==> src/rtl/barrel_shift_seq.sv <==
// Sequencer in front of a combinational rotate-left barrel shifter. It splits a large rotate amount
// into passes of at most MAX_STEP and loops each shifter result back through the work register.
module barrel_shift_seq #(
    parameter int WIDTH    = 4,
    parameter int SEL_W    = 2,
    parameter int AMT_W    = 4,
    parameter int MAX_STEP = 3
) (
    input  logic             clk,
    input  logic             rst,
    input  logic             in_valid,
    output logic             in_ready,
    input  logic [WIDTH-1:0] in_data,
    input  logic [AMT_W-1:0] in_amt,
    output logic [WIDTH-1:0] sh_data_in,
    output logic [SEL_W-1:0] sh_S,
    input  logic [WIDTH-1:0] sh_data_out,
    output logic             out_valid,
    input  logic             out_ready,
    output logic [WIDTH-1:0] out_data,
    output logic             busy
);

    typedef enum logic [1:0] {
        S_IDLE = 2'd0,
        S_RUN  = 2'd1,
        S_DONE = 2'd2
    } state_t;

    localparam logic [AMT_W-1:0] MAX_STEP_A = AMT_W'(MAX_STEP);

    state_t           state_q, state_d;
    logic [WIDTH-1:0] work_q, work_d;
    logic [WIDTH-1:0] out_data_q, out_data_d;
    logic [AMT_W-1:0] rem_q, rem_d;
    logic [AMT_W-1:0] step;

    // step never exceeds rem, so rem - step cannot wrap
    always_comb begin
        step = (rem_q < MAX_STEP_A) ? rem_q : MAX_STEP_A;
    end

    always_comb begin
        state_d    = state_q;
        work_d     = work_q;
        rem_d      = rem_q;
        out_data_d = out_data_q;
        case (state_q)
            S_IDLE: begin
                if (in_valid) begin
                    work_d = in_data;
                    rem_d  = in_amt;
                    if (in_amt == '0) begin
                        out_data_d = in_data;
                        state_d    = S_DONE;
                    end else begin
                        state_d = S_RUN;
                    end
                end
            end
            S_RUN: begin
                work_d = sh_data_out;
                rem_d  = rem_q - step;
                if (rem_q == step) begin
                    out_data_d = sh_data_out;
                    state_d    = S_DONE;
                end
            end
            S_DONE: begin
                if (out_ready) begin
                    state_d = S_IDLE;
                end
            end
            default: begin
                state_d = S_IDLE;
            end
        endcase
    end

    always_ff @(posedge clk or posedge rst) begin
        if (rst) begin
            state_q    <= S_IDLE;
            work_q     <= '0;
            rem_q      <= '0;
            out_data_q <= '0;
        end else begin
            state_q    <= state_d;
            work_q     <= work_d;
            rem_q      <= rem_d;
            out_data_q <= out_data_d;
        end
    end

    always_comb begin
        in_ready   = (state_q == S_IDLE);
        out_valid  = (state_q == S_DONE);
        busy       = (state_q == S_RUN) || (state_q == S_DONE);
        sh_S       = (state_q == S_RUN) ? SEL_W'(step) : '0;
        sh_data_in = work_q;
        out_data   = out_data_q;
    end

endmodule

==> config.mk <==
export PLATFORM = sky130hd
export DESIGN_NAME = barrel_shift_seq
export DESIGN_NICKNAME = d
export VERILOG_FILES = /design/src/rtl/barrel_shift_seq.sv
export SDC_FILE = /design/constraint.sdc
export NUM_CORES = 1
export LEC_CHECK = 0
export ABC_AREA = 1
export BUFFER_PORTS_ARGS = -buffer_cell sky130_fd_sc_hd__buf_2
export CAP_MARGIN = 25
export CELL_PAD_IN_SITES_DETAIL_PLACEMENT = 1
export CELL_PAD_IN_SITES_GLOBAL_PLACEMENT = 2
export CORE_ASPECT_RATIO = 0.8
export CORE_MARGIN = 10
export CORE_UTILIZATION = 25
export DETAILED_ROUTE_END_ITERATION = 10
export PLACE_DENSITY = 0.79
export SYNTH_ARGS = -nofsm -noshare
export SYNTH_HDL_FRONTEND = slang
export SYNTH_SLANG_ARGS = --single-unit
==> constraint.sdc <==
create_clock -name clk -period 1.7 [get_ports clk]
set_clock_uncertainty 0.05 [all_clocks]
set_input_delay 0 -clock clk [delete_from_list [all_inputs] [get_ports clk]]
set_output_delay 0 -clock clk [all_outputs]
set_load 0.03 [all_outputs]
==> impl_metrics.env, run 1 <==
export IMPL_dpl_hpwl_um=2100
export IMPL_final_util_pct=35.2
export IMPL_top_layer_used="met4"
export IMPL_drt_iter0_markers=26
export IMPL_synth_distinct_cells=15
export IMPL_cp_slowest_cell="dfrtp_1"
export IMPL_routed_wl_um=2680
export IMPL_routed_via_density=4.30
export IMPL_initial_utilization_pct=25.9
export IMPL_route_met3_wl_um=145
export IMPL_dieArea_um2=5870
export IMPL_syn_inst=113
export IMPL_syn_num_nets=132
export IMPL_seqPwrFrac_pct=25.5
export IMPL_arrival_ns=1.53
export IMPL_timing_fmax_ghz=0.635
export IMPL_cts_root_buf="clkbuf_8"
export IMPL_drc=0
export IMPL_outcome="completed"
export IMPL_post_cts_buffers=0
export IMPL_clockPowerShare_pct=13.4
export IMPL_power_net_switching_mw=1.33
export IMPL_total_power_mw=2.49
export IMPL_critPathLaunchType="flop"
export IMPL_vdd_drop_max_uv=907
export IMPL_drv_slew=0
export IMPL_power_frac_comb_pct=61.1
export IMPL_num_rows=18
export IMPL_path_buf_inv=4
export IMPL_crit_required_ns=1.65
export IMPL_met1Wirelength_um=1350
export IMPL_cp_top_family="buffers and inverters"
export IMPL_via_count=813
export IMPL_seq_area_frac_synth_pct=43.9
export IMPL_p_leak_nw=0.627
export IMPL_cpPeakStageDelay_ns=0.41
export IMPL_met2_length_um=1180
export IMPL_antenna_cells=0
export IMPL_path_class="flop to primary output"
export IMPL_maxCapViolCount=0
export IMPL_critPathMaxFanout=7
export IMPL_clock_sinks=14
export IMPL_synth_area_um2=798
export IMPL_switching_share_pct=53.3
export IMPL_path_clk_slew_ns=0.07
export IMPL_pin_count=29
export IMPL_critPathCaptureType="primary output"
export IMPL_antenna_found_initial=0
export IMPL_intPower_mw=1.16
export IMPL_drive_gt1_share_pct=28.2
export IMPL_relSlewSlack_pct=61.7
export IMPL_die_h_um=70.5
export IMPL_syn_area_per_cell_um2=7.06
export IMPL_fp_dieW_um=83.2
export IMPL_syn2layout_area_growth_pct=36.0
export IMPL_antenna_left=0
export IMPL_power_density_nw_per_um2=2290
export IMPL_finalCriticalPeriod_ns=1.58
export IMPL_setup_violations_final=0
export IMPL_ys_warn_count=0
export IMPL_h_tree_depth=1
export IMPL_grt_pass1_wl_um=4420
export IMPL_hold_class="primary input to flop"
export IMPL_hold_violations=0
export IMPL_min_period_over_period_pct=92.7
export IMPL_cts_made_buffers=3
export IMPL_place_gp_congestion=0.826
export IMPL_design_core_area_um2=3090
export IMPL_globalRoute_totalOverflow=0
export IMPL_drtPass1Iterations=3
export IMPL_worst_pin_slew_ns=0.573
export IMPL_port_buffers=28
export IMPL_grt_max_degree=15
export IMPL_grt_util_all_layers_pct=9.29
export IMPL_rrSetupSlack_ns=0.17
export IMPL_wl_per_cell_um=14.2
export IMPL_ys_seq_elements=14
export IMPL_nets=169
export IMPL_worstPathCellList="inv_1 -> ha_1 -> inv_2 -> buf_4 -> a21oi_1 -> buf_2"
export IMPL_grt_pass1_vias=929
export IMPL_cts_tree="yes"
export IMPL_clock_latency_ns=0.25
export IMPL_ctsLongestPathBuffers=2
[final timing paths]
kind                                          from                   endpoint  cells past startpoint
max                         state_q[1]$_DFFE_PP0P_                    sh_S[1]                      6
min                                     in_data[3]  sh_data_in[3]$_DFFE_PP0P_                      5
max reg2reg                 state_q[0]$_DFFE_PP0P_    out_data[2]$_DFFE_PP0P_                      9
min reg2reg                out_data[1]$_DFFE_PP0P_    out_data[1]$_DFFE_PP0P_                      2
max in group asynchronous                      rst       rem_q[1]$_DFFE_PP0P_                      3
min in group asynchronous                      rst  sh_data_in[3]$_DFFE_PP0P_                      3
[registers in the layout, indices dropped and copies added, names as in the netlist]
register / cells
out_data: 4
rem_q: 4
sh_data_in: 4
state_q: 2
[through the flow]
stage          hold slack, ns  instances  setup slack [ns]  TNS, ns  cell area (um2)
2_1_floorplan          -0.161        113             0.114        0              798
3_3_place_gp           0.0251        182             0.241        0              998
3_5_place_dp           0.0415        182             0.176        0              998
4_1_cts                0.0268        189             0.145        0             1080
5_1_grt                0.0485        189           -0.0216  -0.0216             1090
6_report               0.0266        189             0.125        0             1090
[cell families (layout without fill, tap and decap cells)]
group                      Yosys count  in the layout  synth area share, %
buffers and inverters               14             50                 6.74
AOI/OAI and AO/OA                    8              8                 5.33
and+or+nand+nor                     74             74                 39.3
DFF                                 14             14                 43.9
adders and majority gates            3              3                 4.70
[cell type report]
cell class	count	area [um2]
fill	391	2000
multi-input combinational	85	397
sequential	14	350
timing repair buffer	33	185
clock buffer	4	55.1
tap	40	50.0
inverter	13	48.8
[worst register-to-register path, delay by kind of cell (launching register included)]
kind                     cells  cell delay, ns
flip-flops                   1            0.40
AND/OR/NAND/NOR              6            0.57
adder cells (fa/ha/maj)      1            0.22
buffers and inverters        2            0.17
[cells in the final DEF (no fill, tap or decap), types with 2 or more instances in the layout]
master / n
dfrtp_1: 14
ha_1: 2
nor2_1: 7
nand2_1: 51
o21ai_0: 4
clkbuf_8: 4
nand3_1: 11
inv_2: 2
nand2_2: 2
inv_1: 11
dlygate4sd3_1: 3
buf_4: 2
a21oi_1: 3
buf_2: 28
[cells in the mapped netlist (all sizes together)]
master	instances	share of area [%]
a21oi	3	1.9
ha	3	4.7
nor2	8	4.7
o211ai	1	0.94
nand3	11	6.9
o21ai	4	2.5
inv	13	6.1
nand2	54	27
or2	1	0.78
buf	1	0.63
dfrtp	14	44
[metal layers]
| metal | vias to the layer above | GRT usage [%] |
|---|---|---|
| met5 | - | 0 |
| met4 | 0 | 2.83 |
| met3 | 2 | 4.23 |
| met2 | 21 | 14.9 |
| met1 | 370 | 10.9 |
| li1 | 420 | - |
[power groups by stage]
stage	clock network [mW]	registers, mW	logic, mW
floorplan	0	0.785	0.923
global placement	0	0.634	1.48
detailed placement	0	0.637	1.52
CTS	0.343	0.634	1.53
global route	0.362	0.659	1.73
finish	0.334	0.634	1.52
[timing repair]
item	CTS	global route
hold buffers	3	0
resized for setup	0	1
hold endpoints to repair	16	0
endpoints found under the setup margin	0	1
Power figures use the tool's default switching activity.
==> run 2: changes to the inputs <==
Settings changed: ABC_AREA 1 to default, CORE_UTILIZATION 25 to 30.
==> run 2 against run 1 <==
Compared with the run above: total power fell by 0.15%; die area decreased by 11%; utilization up 8.1 points; critical path type is now flop to flop; largest power group unchanged; highest routed layer unchanged.
==> impl_metrics.env, run 2 <==
export IMPL_synth_area_um2=813
export IMPL_crit_required_ns=1.82
export IMPL_r2r_end="out_data[3]$_DFFE_PP0P_"
export IMPL_tns_ns=0
export IMPL_routed_wl_um=2170
export IMPL_layout_commonest_cell="buf_2"
export IMPL_synth_distinct_cells=26
export IMPL_hold_path_depth=3
export IMPL_final_cell_mix="buf_2 (27), dfrtp_1 (14), mux2_2 (8)"
export IMPL_synth_top_family_by_area="multiplexers"
export IMPL_yosys_area_share_simple_pct=11.5
export IMPL_setup_ws_ns=0.0822
export IMPL_grt_util_all_layers_pct=8.54
export IMPL_netlist_top_cells_count="dfrtp_1 (14), mux2_2 (8), mux2_4 (5), inv_1 (4)"
export IMPL_cts_tree="yes"
export IMPL_wl_per_cell_um=15.7
export IMPL_path_clk_slew_ns=0.09
export IMPL_synth_edf_count=0
export IMPL_grt_pass1_vias=742
export IMPL_ys_warn_count=0
export IMPL_drtPass1Iterations=4
export IMPL_design_core_area_um2=2520
export IMPL_critPathCaptureType="flop"
export IMPL_rrSetupSlack_ns=0.08
export IMPL_dieArea_um2=5210
export IMPL_finalCriticalPeriod_ns=1.62
export IMPL_antenna_found_initial=0
export IMPL_worst_pin_slew_ns=0.544
export IMPL_rsz0062_at_grt="false"
export IMPL_ys_top_cells_by_area="dfrtp_1 (43%), mux2_2 (11%), mux2_4 (9.2%), ha_1 (4.6%), o41ai_4 (3.4%)"
export IMPL_cts_root_buf="clkbuf_4"
export IMPL_syn_area_per_cell_um2=12.3
export IMPL_synthFlopType="dfrtp_1"
export IMPL_hold_violations=0
export IMPL_place_gp_congestion=0.663
export IMPL_synth_compound_area_share_pct=14.6
export IMPL_synth_top_cell_area_share_pct=43.1
export IMPL_synth_adder_area_share_pct=4.62
export IMPL_pin_count=29
export IMPL_h_tree_depth=1
export IMPL_timing_rr_start="state_q[1]$_DFFE_PP0P_"
export IMPL_cts_made_buffers=3
export IMPL_outcome="completed"
export IMPL_port_buffers=28
export IMPL_drc=0
export IMPL_post_cts_buffers=0
export IMPL_dp_slack_ns=0.0305
export IMPL_hold_class="primary input to flop"
export IMPL_routed_via_density=4.78
export IMPL_initial_utilization_pct=32.2
export IMPL_timing_fmax_ghz=0.618
export IMPL_antenna_cells=0
export IMPL_globalRoute_totalOverflow=0
export IMPL_critPathLaunchType="flop"
export IMPL_path_class="flop to flop"
export IMPL_antenna_left=0
export IMPL_reg2regPathDepth=5
export IMPL_critPathMaxFanout=9
export IMPL_via_count=659
export IMPL_dpl_hpwl_um=1740
export IMPL_drive_gt1_share_pct=55.9
export IMPL_synth_xor_area_share_pct=0
export IMPL_vdd_drop_max_uv=1040
export IMPL_arrival_ns=1.74
export IMPL_grt_max_degree=15
export IMPL_syn_num_nets=85
export IMPL_hold_end="out_data[1]$_DFFE_PP0P_"
export IMPL_maxCapViolCount=0
export IMPL_ys_async_sr_fraction_pct=100
export IMPL_ys_seq_elements=14
export IMPL_clock_latency_ns=0.28
export IMPL_muxShareOfSynthArea_pct=21.5
export IMPL_fp_dieW_um=78.2
export IMPL_min_period_over_period_pct=95.2
export IMPL_num_rows=16
export IMPL_ctsLongestPathBuffers=2
export IMPL_p_leak_nw=0.516
export IMPL_seq_area_frac_synth_pct=43.1
export IMPL_syn2layout_area_growth_pct=34.3
export IMPL_final_util_pct=43.3
export IMPL_drt_iter0_markers=23
export IMPL_syn_inst=66
export IMPL_clock_sinks=14
export IMPL_setup_violations_final=0
export IMPL_power_density_nw_per_um2=2270
export IMPL_drv_slew=0
export IMPL_nets=122
export IMPL_yosysMostFrequentCell="dfrtp_1"
export IMPL_hold_start="in_data[1]"
export IMPL_synth_largest_area_cell="dfrtp_1"
export IMPL_die_h_um=66.6
export IMPL_relSlewSlack_pct=63.7
export IMPL_grt_pass1_wl_um=3560
run 2: cell types whose count changed in the layout (fill, tap and decap cells not counted), moves of 3 or more:
cell	before	now
clkbuf_4	0	4
clkbuf_8	4	1
inv_1	11	2
mux2_2	0	8
mux2_4	0	5
nand2_1	51	2
nand2b_1	0	3
nand3_1	11	2
nor2_1	7	3
run 2: worst max-delay path by stage:
| stage | startpoint | end | slack (ns) | depth (start not counted) |
|---|---|---|---|---|
| after global placement | state_q[1]$_DFFE_PP0P_ | sh_data_in[2]$_DFFE_PP0P_ | 0.08 | 5 |
| final | state_q[1]$_DFFE_PP0P_ | out_data[3]$_DFFE_PP0P_ | 0.08 | 5 |
| after global routing | state_q[1]$_DFFE_PP0P_ | sh_S[1] | 0.02 | 6 |
| after floorplan | state_q[0]$_DFFE_PP0P_ | out_data[0]$_DFFE_PP0P_ | 0.04 | 5 |
| after CTS | state_q[1]$_DFFE_PP0P_ | out_data[2]$_DFFE_PP0P_ | 0.02 | 5 |
| after detailed placement | state_q[1]$_DFFE_PP0P_ | out_data[3]$_DFFE_PP0P_ | 0.03 | 5 |
run 2: where the power goes:
group          switching (mW)  internal [mW]
logic                   0.881          0.712
registers               0.139          0.507
clock network           0.115          0.130
total                    1.13           1.35
run 2: area by class of cell:
type	instances	area, um2
Clock buffer	4	36.3
Inverter	4	15.0
Tap cell	36	45.0
Multi-Input combinational cell	46	440
Fill cell	301	1430
Timing Repair Buffer	34	205
Sequential cell	14	350
run 2: worst max-delay path, stage by stage (launching register included):
cell and delay [ns]:
dfrtp_1 0.40, inv_2 0.10, ha_2 0.22, buf_12 0.13
mux2_2 0.34, mux2_4 0.27
run 2: through the flow:
| stage | total power [mW] | cells | area [um2] | hold WS [ns] |
|---|---|---|---|---|
| after global placement | 2.21 | 132 | 1030 | 0.0288 |
| after global routing | 2.67 | 138 | 1090 | 0.0416 |
| after floorplan | 1.86 | 66 | 826 | -0.161 |
| after detailed placement | 2.25 | 132 | 1030 | 0.0279 |
| final | 2.48 | 138 | 1090 | 0.0509 |
| after CTS | 2.50 | 138 | 1090 | 0.0409 |
run 2: cell families after synthesis:
kind of cell | count (synthesis)
fa+ha+maj | 3
buf+inv | 6
compound gates | 13
mux | 14
flops | 14
simple gates | 16
run 2: timing repair:
action | in CTS | in global routing
endpoints found under the setup margin | 0 | 10
hold buffers | 2 | 0
endpoints found under the hold margin | 15 | 0
resized for setup | 0 | 4
run 2: layer usage:
metal | part of all wire, % | vias up | GRT usage, %
met2 | 41 | 21 | 12.2
met1 | 50 | 321 | 11.1
li1 | - | 315 | -
met3 | 7.9 | 2 | 3.49
met4 | 0.55 | 0 | 3.35
met5 | 0 | - | 0
==> run 3: changes to the inputs <==
==> constraint.sdc (replaced) <==
create_clock -name clk -period 1.7 [get_ports clk]
set_clock_uncertainty 0.05 [all_clocks]
set_input_delay 0.255 -clock clk [delete_from_list [all_inputs] [get_ports clk]]
set_output_delay 0.255 -clock clk [all_outputs]
set_load 0.03 [all_outputs]
==> run 3 against run 2 <==
Compared with the run above: clock-buffer cell count down 1; worst setup slack worse by 0.018 ns; utilization increased by 3.8 points; total power is 9.4% higher; hold slack improved by 0.21 ns; sequential power up 3.9%; clock power down 27%; first-iteration DRC count rose by 17%; non-clock buffer count increased by 7; register-to-register slack hardly changed; final cell count up 4.3%; combinational power increased by 17%; critical path type is now flop to primary output; largest power group unchanged.
==> impl_metrics.env, run 3 (synthesis gave the netlist of run 2 again) <==
export IMPL_hold_path_depth=2
export IMPL_wl_per_cell_um=16.4
export IMPL_drt_iter0_markers=27
export IMPL_fp_dieW_um=78.2
export IMPL_min_period_over_period_pct=96.2
export IMPL_outcome="completed"
export IMPL_p_leak_nw=0.565
export IMPL_antenna_cells=0
export IMPL_total_power_mw=2.72
export IMPL_syn2layout_area_growth_pct=46.2
export IMPL_finalCriticalPeriod_ns=1.64
export IMPL_power_density_nw_per_um2=2280
export IMPL_antenna_found_initial=0
export IMPL_num_rows=16
export IMPL_tns_ns=0
export IMPL_drv_slew=0
export IMPL_cts_root_buf="clkbuf_4"
export IMPL_clock_latency_ns=0.27
export IMPL_relSlewSlack_pct=62.4
export IMPL_pin_count=29
export IMPL_worst_pin_slew_ns=0.563
export IMPL_nets=129
export IMPL_grt_max_degree=15
export IMPL_critPathCaptureType="primary output"
export IMPL_hold_violations=0
export IMPL_routed_via_density=4.74
export IMPL_arrival_ns=1.33
export IMPL_grt_pass1_vias=806
export IMPL_dpl_hpwl_um=1840
export IMPL_die_h_um=66.6
export IMPL_drc=0
export IMPL_critPathMaxFanout=5
export IMPL_via_count=683
export IMPL_antenna_left=0
export IMPL_hold_class="primary input to flop"
export IMPL_fillCellCount=295
export IMPL_multi_input_comb_area_um2=488
export IMPL_place_gp_congestion=0.675
export IMPL_fin_area_um2=1190
export IMPL_vdd_drop_max_uv=907
export IMPL_routed_wl_um=2360
export IMPL_hold_start="in_amt[3]"
export IMPL_rsz0062_at_grt="true"
export IMPL_setup_ws_ns=0.0644
export IMPL_dieArea_um2=5210
export IMPL_path_class="flop to primary output"
export IMPL_port_buffers=28
export IMPL_drive_gt1_share_pct=62.0
export IMPL_cts_tree="yes"
export IMPL_path_clk_slew_ns=0.08
export IMPL_ctsLongestPathBuffers=2
export IMPL_seq_area_um2=350
export IMPL_grt_util_all_layers_pct=9.16
export IMPL_grt_pass1_wl_um=3910
export IMPL_cp_startpoint="state_q[1]$_DFFE_PP0P_"
export IMPL_globalRoute_totalOverflow=0
export IMPL_initial_utilization_pct=32.2
export IMPL_layout_commonest_cell="buf_2"
export IMPL_setup_violations_final=0
export IMPL_reg2regPathDepth=6
export IMPL_timing_fmax_ghz=0.611
export IMPL_design_core_area_um2=2520
export IMPL_crit_required_ns=1.39
export IMPL_dp_slack_ns=-0.0100
export IMPL_cts_made_buffers=3
export IMPL_dpl_cell_area_um2=1040
export IMPL_h_tree_depth=1
export IMPL_timing_rr_start="state_q[1]$_DFFE_PP0P_"
export IMPL_clock_sinks=14
export IMPL_critPathLaunchType="flop"
export IMPL_final_cell_mix="buf_2 (26), dfrtp_1 (14), buf_4 (11)"
export IMPL_maxCapViolCount=0
export IMPL_drtPass1Iterations=4
## run 3: per-stage QoR
step | hold slack (ns) | instances | util [%]
6_report | 0.261 | 144 | 47.1
5_1_grt | 0.244 | 144 | 47.1
4_1_cts | 0.255 | 143 | 44.9
3_5_place_dp | 0.289 | 133 | 41.2
3_3_place_gp | 0.277 | 133 | 41.2
2_1_floorplan | 0.0942 | 66 | -
## run 3: path summary, 6_finish.rpt
| kind | endpoint | slack [ns] |
|---|---|---|
| setup / recovery | sh_S[0] | 0.06 |
| hold / removal | rem_q[3]$_DFFE_PP0P_ | 0.26 |
| setup reg to reg | sh_data_in[1]$_DFFE_PP0P_ | 0.07 |
| hold reg to reg | sh_data_in[0]$_DFFE_PP0P_ | 0.47 |
| max in group asynchronous | out_data[3]$_DFFE_PP0P_ | 0.70 |
| min in group asynchronous | out_data[1]$_DFFE_PP0P_ | 0.53 |
## run 3: worst max-delay path, cell delays in order (launching register included)
cell	delay (ns)
dfrtp_1	0.40
inv_2	0.11
ha_4	0.16
buf_12	0.11
inv_4	0.05
nor2_4	0.09
buf_6	0.13
## run 3: final cells by class
class	instances	share of cell area [%]
Multi-Input combinational cell	46	41.1
Sequential cell	14	29.5
Timing Repair Buffer	41	22.3
Tap cell	36	3.79
Clock buffer	3	1.89
Inverter	4	1.47
## run 3: power by group
| group | internal [mW] | switching (mW) | leakage [nW] |
|---|---|---|---|
| registers | 0.507 | 0.164 | 0.168 |
| clock network | 0.0819 | 0.0984 | 0.0138 |
| logic | 0.885 | 0.980 | 0.384 |
## run 3: timing repair
item | 4_1_cts | 5_1_grt
endpoints found under the setup margin | 10 | 14
resized for setup | 6 | 14
hold buffers | 1 | 0
buffers inserted | 6 | 1
pin swaps | 3 | 3
hold endpoints to repair | 14 | 0
## run 3: metal layers
layer	vias up	global-route usage (%)	share of wire (%)	routed length (um)
met5	-	0	0	0
met4	0	2.01	0	0
met3	0	4.02	6.9	164
met2	21	14.5	46	1090
met1	337	11.2	47	1110
li1	325	-	-	-
